`src/rtl/bin_loader.sv`:
```
// Bin loader: writes one bin (clause rows + var/level state vectors) into sat_engine,
// starts the engine, captures its result and streams the clause array back out.
module bin_loader #(
    parameter int NUM_CLAUSES      = 8,
    parameter int NUM_VARS         = 8,
    parameter int NUM_LVLS         = 8,
    parameter int WIDTH_LVL        = 16,
    parameter int WIDTH_VAR_STATES = 19,
    parameter int WIDTH_LVL_STATES = 11
) (
    input  logic                                 clk,
    input  logic                                 rst,
    input  logic                                 start_load_i,
    input  logic [WIDTH_LVL-1:0]                 bin_num_i,
    input  logic [WIDTH_LVL-1:0]                 load_lvl_i,
    input  logic [WIDTH_VAR_STATES*NUM_VARS-1:0] vars_states_in_i,
    input  logic [WIDTH_LVL_STATES*NUM_LVLS-1:0] lvl_states_in_i,
    input  logic                                 cl_in_valid_i,
    output logic                                 cl_in_ready_o,
    input  logic [NUM_VARS*2-1:0]                cl_in_data_i,
    output logic [NUM_CLAUSES-1:0]               wr_carray_o,
    output logic [NUM_VARS*2-1:0]                clause_o,
    output logic [NUM_VARS-1:0]                  wr_var_states_o,
    output logic [WIDTH_VAR_STATES*NUM_VARS-1:0] vars_states_o,
    output logic [NUM_LVLS-1:0]                  wr_lvl_states_o,
    output logic [WIDTH_LVL_STATES*NUM_LVLS-1:0] lvl_states_o,
    output logic                                 start_core_o,
    output logic [WIDTH_LVL-1:0]                 cur_bin_num_o,
    output logic [WIDTH_LVL-1:0]                 load_lvl_o,
    output logic [WIDTH_LVL-1:0]                 base_lvl_o,
    output logic                                 base_lvl_en_o,
    input  logic                                 done_core_i,
    input  logic                                 sat_i,
    input  logic                                 unsat_i,
    input  logic [WIDTH_LVL-1:0]                 bkt_lvl_i,
    output logic [NUM_CLAUSES-1:0]               rd_carray_o,
    input  logic [NUM_VARS*2-1:0]                clause_i,
    input  logic [WIDTH_VAR_STATES*NUM_VARS-1:0] vars_states_i,
    input  logic [WIDTH_LVL_STATES*NUM_LVLS-1:0] lvl_states_i,
    output logic                                 cl_out_valid_o,
    input  logic                                 cl_out_ready_i,
    output logic [NUM_VARS*2-1:0]                cl_out_data_o,
    output logic [WIDTH_VAR_STATES*NUM_VARS-1:0] vars_states_res_o,
    output logic [WIDTH_LVL_STATES*NUM_LVLS-1:0] lvl_states_res_o,
    output logic                                 sat_o,
    output logic                                 unsat_o,
    output logic [WIDTH_LVL-1:0]                 bkt_lvl_o,
    output logic                                 done_o,
    output logic                                 busy_o
);

    localparam int KW  = $clog2(NUM_CLAUSES) + 1;
    localparam int RW  = NUM_VARS * 2;
    localparam int VSW = WIDTH_VAR_STATES * NUM_VARS;
    localparam int LSW = WIDTH_LVL_STATES * NUM_LVLS;

    typedef enum logic [3:0] {
        IDLE, LD_CL, LD_VS, LD_LS, START, RUN, RD_CL, RD_WAIT, DONE
    } state_t;

    state_t r_state;
    state_t w_state_nxt;

    logic [KW-1:0]          r_k;
    logic [NUM_CLAUSES-1:0] w_k_onehot;
    logic                   w_in_fire;
    logic                   w_out_fire;
    logic                   w_last_row;

    logic [WIDTH_LVL-1:0]   r_bin;
    logic [WIDTH_LVL-1:0]   r_lvl;
    logic [VSW-1:0]         r_vs;
    logic [LSW-1:0]         r_ls;

    logic [NUM_CLAUSES-1:0] r_wr_carray;
    logic [RW-1:0]          r_clause;

    logic                   r_sat;
    logic                   r_unsat;
    logic [WIDTH_LVL-1:0]   r_bkt;
    logic [VSW-1:0]         r_vs_res;
    logic [LSW-1:0]         r_ls_res;

    logic                   r_rd_cap;
    logic                   r_out_valid;
    logic [RW-1:0]          r_out_data;

    assign w_in_fire  = (r_state == LD_CL) && cl_in_valid_i;
    assign w_out_fire = (r_state == RD_WAIT) && r_out_valid && cl_out_ready_i;
    assign w_last_row = (r_k == KW'(NUM_CLAUSES - 1));

    always_comb begin
        w_k_onehot = '0;
        for (int unsigned i = 0; i < NUM_CLAUSES; i++) begin
            if (r_k == KW'(i)) w_k_onehot[i] = 1'b1;
        end
    end

    always_ff @(posedge clk or negedge rst) begin
        if (!rst) r_state <= IDLE;
        else      r_state <= w_state_nxt;
    end

    always_comb begin
        w_state_nxt = r_state;
        case (r_state)
            IDLE:    if (start_load_i) w_state_nxt = LD_CL;
            LD_CL:   if (w_in_fire && w_last_row) w_state_nxt = LD_VS;
            LD_VS:   w_state_nxt = LD_LS;
            LD_LS:   w_state_nxt = START;
            START:   w_state_nxt = RUN;
            RUN:     if (done_core_i) w_state_nxt = RD_CL;
            RD_CL:   w_state_nxt = RD_WAIT;
            RD_WAIT: if (w_out_fire) w_state_nxt = w_last_row ? DONE : RD_CL;
            DONE:    w_state_nxt = IDLE;
            default: w_state_nxt = IDLE;
        endcase
    end

    always_comb begin
        cl_in_ready_o   = 1'b0;
        wr_var_states_o = '0;
        wr_lvl_states_o = '0;
        start_core_o    = 1'b0;
        rd_carray_o     = '0;
        base_lvl_en_o   = 1'b0;
        done_o          = 1'b0;
        busy_o          = (r_state != IDLE);
        case (r_state)
            LD_CL:   cl_in_ready_o = 1'b1;
            LD_VS:   begin wr_var_states_o = '1; base_lvl_en_o = 1'b1; end
            LD_LS:   begin wr_lvl_states_o = '1; base_lvl_en_o = 1'b1; end
            START:   begin start_core_o = 1'b1; base_lvl_en_o = 1'b1; end
            RUN:     base_lvl_en_o = 1'b1;
            RD_CL:   rd_carray_o = w_k_onehot;
            DONE:    done_o = 1'b1;
            default: ;
        endcase
    end

    always_ff @(posedge clk or negedge rst) begin
        if (!rst) begin
            r_bin <= '0;
            r_lvl <= '0;
            r_vs  <= '0;
            r_ls  <= '0;
        end else if (r_state == IDLE && start_load_i) begin
            r_bin <= bin_num_i;
            r_lvl <= load_lvl_i;
            r_vs  <= vars_states_in_i;
            r_ls  <= lvl_states_in_i;
        end
    end

    // Row counter is shared by load and readback; it ends each phase at NUM_CLAUSES.
    always_ff @(posedge clk or negedge rst) begin
        if (!rst) begin
            r_k         <= '0;
            r_wr_carray <= '0;
            r_clause    <= '0;
        end else begin
            r_wr_carray <= '0;
            case (r_state)
                IDLE:    if (start_load_i) r_k <= '0;
                LD_CL: begin
                    if (w_in_fire) begin
                        r_wr_carray <= w_k_onehot;
                        r_clause    <= cl_in_data_i;
                        r_k         <= r_k + KW'(1);
                    end
                end
                RUN:     if (done_core_i) r_k <= '0;
                RD_WAIT: if (w_out_fire) r_k <= r_k + KW'(1);
                default: ;
            endcase
        end
    end

    always_ff @(posedge clk or negedge rst) begin
        if (!rst) begin
            r_sat    <= 1'b0;
            r_unsat  <= 1'b0;
            r_bkt    <= '0;
            r_vs_res <= '0;
            r_ls_res <= '0;
        end else if (r_state == RUN && done_core_i) begin
            r_sat    <= sat_i;
            r_unsat  <= unsat_i;
            r_bkt    <= bkt_lvl_i;
            r_vs_res <= vars_states_i;
            r_ls_res <= lvl_states_i;
        end
    end

    // clause_i is valid in the cycle after the read strobe, so capture is delayed one cycle.
    always_ff @(posedge clk or negedge rst) begin
        if (!rst) begin
            r_rd_cap    <= 1'b0;
            r_out_valid <= 1'b0;
            r_out_data  <= '0;
        end else begin
            r_rd_cap <= (r_state == RD_CL);
            if (r_rd_cap) begin
                r_out_data  <= clause_i;
                r_out_valid <= 1'b1;
            end else if (w_out_fire) begin
                r_out_valid <= 1'b0;
            end
        end
    end

    assign wr_carray_o       = r_wr_carray;
    assign clause_o          = r_clause;
    assign vars_states_o     = r_vs;
    assign lvl_states_o      = r_ls;
    assign cur_bin_num_o     = r_bin;
    assign load_lvl_o        = r_lvl;
    assign base_lvl_o        = r_lvl;
    assign cl_out_valid_o    = r_out_valid;
    assign cl_out_data_o     = r_out_data;
    assign vars_states_res_o = r_vs_res;
    assign lvl_states_res_o  = r_ls_res;
    assign sat_o             = r_sat;
    assign unsat_o           = r_unsat;
    assign bkt_lvl_o         = r_bkt;

endmodule

```
`config.mk`:
```
export PLATFORM = sky130hd
export DESIGN_NAME = bin_loader
export DESIGN_NICKNAME = d
export VERILOG_FILES = /design/src/rtl/bin_loader.sv
export SDC_FILE = /design/constraint.sdc
export NUM_CORES = 1
export LEC_CHECK = 0
export CAP_MARGIN = 15
export CORE_AREA = 8 8 451 453
export DETAILED_ROUTE_END_ITERATION = 8
export DIE_AREA = 0 0 459 461
export SYNTH_ARGS = -nofsm -noshare
export SYNTH_HDL_FRONTEND = slang
export SYNTH_SLANG_ARGS = --single-unit
```
`constraint.sdc`:
```
create_clock -name clk -period 3 [get_ports clk]
set_clock_uncertainty 0.15 [all_clocks]
set_input_delay 0.75 -clock clk [delete_from_list [all_inputs] [get_ports clk]]
set_output_delay 0.75 -clock clk [all_outputs]
set_load 0.03 [all_outputs]
```
Word level (Yosys, flattened, before mapping)
Cells that the tools add are included.
Cells by class
  multiplexer cells: 30
  equality and inequality tests: 20
  add/sub/neg operators: 1
  reduce and logical (&&, ||, !) cells: 15
Operators with widths (count)
  8-bit 2-to-1 mux: 5
  4-bit 2-to-1 mux: 9
  4-bit by 3-bit == test with 1-bit output (second input constant): 8
  4-bit one-hot mux with 8 select lines: 1
  4-bit by 2-bit == test with 1-bit output (second input constant): 4
  4-bit one-hot mux with 4 select lines: 1
  1-bit 2-to-1 mux: 14
  4-bit by 1-bit == test with 1-bit output (second input constant): 2
  4-bit zero test: 2
  2-bit != test (second input constant): 4
  4-bit nonzero test: 2
  1-bit logical AND: 6
  5-bit AND reduction: 1
  4-bit by 1-bit adder with 4-bit output (second input constant): 1
  4-bit == test (second input constant): 1
  4-bit AND reduction: 1
  4-bit OR reduction: 1
  2-bit by 1-bit != test with 1-bit output (second input constant): 1
  2-bit AND reduction: 1
  2-bit nonzero test: 1
Storage, ports and cells
  bits in registers: 580
  logic and storage cells: 82

Longest topological paths before layout
Gate-level depths: netlist (run 1).
  word-level depth: 5
  depth in mapped cells: 6
  depth with buffers taken out: 5

Worst setup path after synthesis (run 1)
Ideal clock, no wire load.
  path type: register to output
  start point: reg r_state[3]
  end point: out wr_var_states_o[1]
  slack: -459 ps
  data arrival time: 2559 ps
  cell stages (with the launch flop): 4
  path through: dfrtp_1 > clkbuf_1 > nor4b_1 > buf_4
Between the ends
  word-level cells in the longest chain between the ends: 2
RTL lines
  from (decl): RTL line 61  | state_t r_state;
  from (signal assigned): RTL line 101  | else r_state <= w_state_nxt;
  4-bit by 2-bit == test with 1-bit output: RTL line 129  | case (r_state)
  8-bit 2-to-1 mux: RTL line 129
  to (decl): RTL line 23  | output logic [NUM_VARS-1:0] wr_var_states_o,
Every way passes these cells.

Worst setup path in the final report (run 1)
  start point: reg r_vs_res[13], in the netlist vars_states_res_o[13]
  end point: out vars_states_res_o[13]
RTL lines
  from (decl): RTL line 81  | logic [VSW-1:0] r_vs_res;
  from (signal assigned): RTL line 190  | r_vs_res <= vars_states_i;
  to (decl): RTL line 43  | output logic [WIDTH_VAR_STATES*NUM_VARS-1:0] vars_states_res_o,
No word-level cell between the ends.

==> results of run 1 <==
logic make-up after synthesis:
group | count (synthesis) | synth area share [%]
AO/OA/AOI/OAI | 18 | 0.5296
XOR/XNOR | 1 | 0.03987
adder cells (fa/ha/maj) | 4 | 0.2278
buffers and inverters | 103 | 2.791
flip-flops | 580 | 66.06
multiplexers | 562 | 28.81
AND/OR/NAND/NOR | 57 | 1.543
final cells by class:
cell class,instances,area share (%)
clock buffers,112,5.358
multi-input cells,642,17.21
well taps,2640,8.214
flip-flops and latches,580,36.10
repair buffers,1278,31.88
inverters,5,0.04667
clock inverters,22,0.9926
diodes,32,0.1991
metal layers:
metal	vias up	GRT usage (%)
li1	7190	-
met1	8407	11.35
met2	969	22.27
met3	200	7.202
met4	14	3.357
met5	-	0
what timing repair did:
item,in CTS,in global routing
buffers inserted,4,2
cloned,0,0
setup endpoints to repair,46,21
endpoints found under the hold margin,21,0
resized for setup,143,20
hold buffers,1,0
pin swaps,2,1
flip-flops by register name, indices dropped and copies added (netlist names):
name               cells
r_rd_cap               1
bkt_lvl_o             16
wr_carray_o            8
vars_states_o        152
r_k                    4
cur_bin_num_o         16
lvl_states_res_o      88
unsat_o                1
r_state                4
sat_o                  1
base_lvl_o            16
cl_out_valid_o         1
vars_states_res_o    152
cl_out_data_o         16
lvl_states_o          88
clause_o              16
layout by cell type, fill, tap and decap left out, drive strengths merged, types with 2 or more instances in the layout:
cell type | netlist | routed
nor4 | 2 | 2
a21oi | 4 | 4
nand3 | 4 | 4
ha | 4 | 4
dlymetal6s2s | 0 | 16
dfrtp | 580 | 580
and2 | 9 | 9
nor3 | 4 | 4
mux2 | 562 | 562
inv | 5 | 8
nand2 | 9 | 9
and3 | 8 | 8
nand4bb | 2 | 2
clkinv | 0 | 11
clkbuf | 5 | 112
nor2 | 10 | 10
clkinvlp | 0 | 3
clkdlybuf4s50 | 0 | 1111
a211o | 2 | 2
nor4b | 3 | 3
buf | 93 | 128
bufinv | 0 | 5
nor2b | 3 | 3
o21ai | 6 | 6
a21o | 2 | 2
diode | 0 | 32
dlygate4sd2 | 0 | 21
stage by stage:
step           hold slack (ns)  setup TNS [ns]  instances  worst slack, ns
4_1_cts                 0.3430               0       5277        0.0003222
3_3_place_gp            0.3230               0       5139          0.09918
2_1_floorplan           0.3044               0       1325           0.1127
6_report                0.3363               0       5311          0.08336
3_5_place_dp            0.3306               0       5139           0.1077
5_1_grt                 0.3505       -0.008533       5285        -0.006080
report_power, final:
group	internal [mW]	switching, mW
combinational	9.58	13.9
clock	5.47	3.83
sequential	11.5	2.43
total	26.6	20.1
worst max-delay path by stage:
stage                     startpoint                     to  cells after the start
6_report       vars_states_res_o[13]  vars_states_res_o[13]                      1
3_3_place_gp              r_state[3]         rd_carray_o[2]                      4
2_1_floorplan             r_state[3]     wr_lvl_states_o[1]                      3
5_1_grt                   r_state[0]                 busy_o                      6
4_1_cts        vars_states_res_o[62]  vars_states_res_o[62]                      1
3_5_place_dp            start_load_i     vars_states_o[143]                      5
==> summary.txt, run 1 <==
Status = completed
Post-layout nets = 3153
Detailed Route Iter0 Violations = 607
Yosys top cell by area = dfrtp_1
DR WL met3 = 18.54 mm
Cells along the critical path = clkdlybuf4s50_1
Layout cells sized above 1 = 19.59%
Bufs and invs on worst path = 1
Worst reg2reg path depth = 9
Fill count = 21180
Post-synth EDFFs = 0
Largest net degree at the start of global routing = 78
Register area share after synthesis = 66.06%
Buffers on Ports = 1183
Crit path DAT = 2.02 ns
Critical Path RT = 2.10 ns
Std cell rows = 163
Mapped Nets = 1897
Gr usage total = 12.12%
Leak pwr = 16.78 nW
Total power = 46.67 mW
Syn-to-layout area delta = 83.03%
Max rail drop VDD = 0.6629 mV
Clk buf depth = 3
Most common cell in the synthesized netlist = dfrtp_1
Drc violations = 0
CTS Root Cell = clkbuf_16
Min-delay worst type = reg2reg
Cell area after synthesis = 21970 um2
Netlist cell types = 34
Max stage delay on crit path = 0.95 ns
DP Area = 37540 um2
TritonCTS clock tree = yes
Clock Sinks = 580
Area occupied by multi-input gates = 6922 um2
DR top layer = met5
Yosys reg bits = 580
Max-slew headroom = 50.57%
Crit-path max FO = 2
Initial Util = 11.20%
FF/Latch Area = 14520 um2
Vias in the first global route = 18410
Vias per std cell = 3.159
Metal2 WL = 68.84 mm
Global route overflow = 0
DRT Pass-1 Iters = 4
Slew @ Worst Pin = 0.7392 ns
Initial antenna violation count = 79
Total of max-cap violations = 0
Syn avg cell area = 16.58 um2
Max Clk Rate = 342.9 MHz
H-tree depth = 3
Min Tclk post-route = 2.917 ns
Crit-path slowest cell = clkdlybuf4s50_1
ANT nets after route = 0
Synth warnings = 0
Hold Path Cell Cnt = 1
Die width = 459 um
Fin area = 40210 um2
Worst reg2reg startpoint = r_state[2]
Hpwl dp = 115.1 mm
Final period util = 97.22%
CTS Buf Count = 74
Setup CP Type = reg2out
RR Endpoint = vars_states_o[143]
Die Area = 211600 um2
Hold_sp = vars_states_o[88]
Top cells by area, synth = dfrtp_1, mux2_1, mux2_2, buf_4, buf_2
Clock Latency Late Sink = 0.69 ns
Core ar. = 196200 um2
Post-synth ARST share = 100.0%
Vias = 16780
Average wire per standard cell = 25.24 um
Hold Path End = vars_states_o[88]
R2R setup slack = 0.60 ns
Prevailing post-synth register cell = dfrtp_1
Die Ht = 461 um
Post-layout util = 20.50%
Wire length on met1 = 42.99 mm
Post-synth top cells = dfrtp_1, mux2_1, mux2_2, buf_2, buf_4
Pwr per Cell Area = 1161 nW/um2
Endpoints failing hold = 0
RSZ-0062 raised after global routing = true
Crit path capture type = primary output
Final setup violation count = 0
Wire length of the first global-routing pass = 173.8 mm
CP top delay family = buffers and inverters
Cells after synthesis = 1325
Final WL = 134.0 mm
Slew Viols, Final = 0
IO Pins = 1184
Final Wtd Congestion = 0.8729
Clock transition at the registers of the reported paths = 0.06 ns
Startpoint Class = flip-flop
Top cell type's share of synthesized area = 66.06%
Note: power is estimated with default switching activity, not from simulation.
==> run 2, diff against run 1 <==
--- a/config.mk
+++ b/config.mk
@@ -5,7 +5,6 @@
 export SDC_FILE = /design/constraint.sdc
 export NUM_CORES = 1
 export LEC_CHECK = 0
-export CAP_MARGIN = 15
 export CORE_AREA = 8 8 451 453
 export DETAILED_ROUTE_END_ITERATION = 8
 export DIE_AREA = 0 0 459 461
==> results of run 2 <==
Final layout, timing and power as in run 1 (identical DEF).
==> RTL change, RTL diff (flow settings as in run 1) <==
The parameter `WIDTH_LVL` goes from 16 to 32.
--- a/src/rtl/bin_loader.sv
+++ b/src/rtl/bin_loader.sv
@@ -4,7 +4,7 @@
     parameter int NUM_CLAUSES      = 8,
     parameter int NUM_VARS         = 8,
     parameter int NUM_LVLS         = 8,
-    parameter int WIDTH_LVL        = 16,
+    parameter int WIDTH_LVL        = 32,
     parameter int WIDTH_VAR_STATES = 19,
     parameter int WIDTH_LVL_STATES = 11
 ) (
Interface: changed (7 resized); port bits go from 1184 to 1296. No check against the original RTL was run, so the function may have changed too.
==> RTL change against run 1 <==
  * Routed wire length up 9.5%
  * Design area up 7.1%
  * Total power up 6.3%
  * Maximum frequency down 1.4%
  * Synthesized area up 8.5%
  * Sequential cell count up 48
  * Count of clock-buffer cells in the layout up 4
  * Non-clock buffer count up 111
  * Setup slack worse by 0.041 ns
  * Critical path type unchanged
==> RTL change: results (changes against run 1) <==
INFO  metric fillers = 20930 (-1.1%)
INFO  metric seq_cell_count = 628 (+8.3%)
INFO  metric grt_first_pass_wirelength = 188700 um (+8.5%)
INFO  metric grt_start_max_net_pins = 84 (+7.7%)
INFO  metric routedLengthMet1 = 55050 um (+28%)
INFO  metric tightestPinTransition = 0.7717 ns (+0.03252 ns)
INFO  metric drtPass1Iterations = 5 (+1)
INFO  metric post_route_cells_drive_above_1_share = 0.1122 (-0.08371)
INFO  metric clock_buffers_and_inverters_area_share = 0.05746 (-0.006045)
INFO  metric synth.cells.most_frequent = 628 x sky130_fd_sc_hd__dfrtp_1, 580 x sky130_fd_sc_hd__mux2_1, 68 x sky130_fd_sc_hd__buf_2, 47 x sky130_fd_sc_hd__buf_4, 30 x sky130_fd_sc_hd__mux2_2
INFO  metric outcome = finished clean
INFO  metric cts_inserted_buffers = 76 (+2.7%)
INFO  metric layout.clock_buffers = 116 (+3.6%)
INFO  metric total_leakage_power = 17.96 nW (+7.1%)
INFO  metric non_clock_buffer_count = 1389 (+8.7%)
INFO  metric layout.nets = 3410 (+8.2%)
INFO  metric grt_pass1_vias = 19810 (+7.6%)
INFO  metric met3_usage = 0.09165 (+0.01964)
INFO  metric grt_use_met2 = 0.2054 (-0.01730)
INFO  metric gpl.final_weighted_congestion = 0.9127 (+4.6%)
INFO  metric global_route_usage_sum = 0.1316 (+0.01040)
INFO  metric comb_cell_power = 25.2 mW (+8%)
INFO  metric main_area_contributors_after_synthesis = sky130_fd_sc_hd__dfrtp_1 66%, sky130_fd_sc_hd__mux2_1 27%, sky130_fd_sc_hd__buf_4 1.5%, sky130_fd_sc_hd__buf_2 1.4%, sky130_fd_sc_hd__mux2_2 1.4%
INFO  metric portBuffers = 1295 (+9.5%)
INFO  metric comb.multi_input.count = 690 (+7.5%)
INFO  metric maximum_ir_drop_on_the_vdd_rail = 0.6689 mV (+0.91%)
INFO  metric proportion_of_cell_area_occupied_by_multi_input_gates = 0.1744 (+0.002261)
INFO  metric global_route.usage.met1 = 0.1458 (+0.03232)
INFO  metric number_of_antenna_violations_at_the_first_check_in_global_routing = 94 (+19%)
INFO  metric mappedNetlistNets = 2062 (+8.7%)
INFO  metric routed_wl_met3 = 22170 um (+20%)
INFO  metric drt-vias-per-instance = 3.339 (+5.7%)
INFO  metric drt_iter0_markers = 908 (+50%)
INFO  metric met2RoutedLength = 64980 um (-5.6%)
INFO  metric synth_seq_area_share = 0.6595 (-0.001105)
INFO  metric power.sequential.total = 15.2 mW (+9%)
INFO  metric sh_seq_area = 0.3652 (+0.004263)
INFO  metric final-nonclk-buf-share = 0.3245 (+0.005733)
INFO  metric slowest_delay = 0.99 ns (+0.04 ns)
-- RTL change: cell count changes in the layout (fill, tap and decap cells not counted), sizes merged --
cell,before,now
clkinv,11,14
mux2,562,610
bufinv,5,2
dfrtp,580,628
clkdlybuf4s18,1,0
clkdlybuf4s50,1111,1238
buf,128,142
dlymetal6s2s,16,3
clkbuf,112,116
dlygate4sd2,21,5
diode,32,21
inv,8,10
-- RTL change: stage by stage --
step                      hold slack, ns  total power [mW]  instances  cell area (um2)
after global routing              0.3503             51.87       5498            43010
final                             0.3364             49.62       5513            43050
after floorplan                   0.3044             26.92       1442            23830
after detailed placement          0.3250             40.63       5340            40310
after global placement            0.3172             40.43       5340            40310
after CTS                         0.3364             50.49       5490            42960
-- RTL change: final timing paths --
| kind | from | to | slack (ns) | cells past startpoint |
|---|---|---|---|---|
| max | vars_states_o[111] | vars_states_o[111] | 0.04 | 1 |
| min | vars_states_res_o[59] | vars_states_res_o[59] | 0.34 | 1 |
| max reg2reg | r_state[3] | vars_states_res_o[116] | 0.50 | 7 |
| min reg2reg | vars_states_res_o[59] | vars_states_res_o[59] | 0.34 | 1 |
| max in group asynchronous | rst | bkt_lvl_o[29] | 1.19 | 3 |
| min in group asynchronous | rst | vars_states_o[106] | 0.57 | 2 |
-- RTL change: cells by family after synthesis --
kind of cell	Yosys count	share of synthesized area
xor gates and xnor gates	1	0.0003676
muxes	610	0.2883
AOI/OAI and AO/OA	18	0.004883
adders and majority gates	4	0.002100
DFF	628	0.6595
and+or+nand+nor	57	0.01434
buffers and inverters	124	0.03051
-- RTL change: timing repair --
item | CTS | global route
endpoints found under the hold margin | 19 | 0
pin swaps | 3 | 2
hold buffers | 1 | 0
buffers inserted | 9 | 2
endpoints found under the setup margin | 26 | 30
resized for setup | 39 | 14
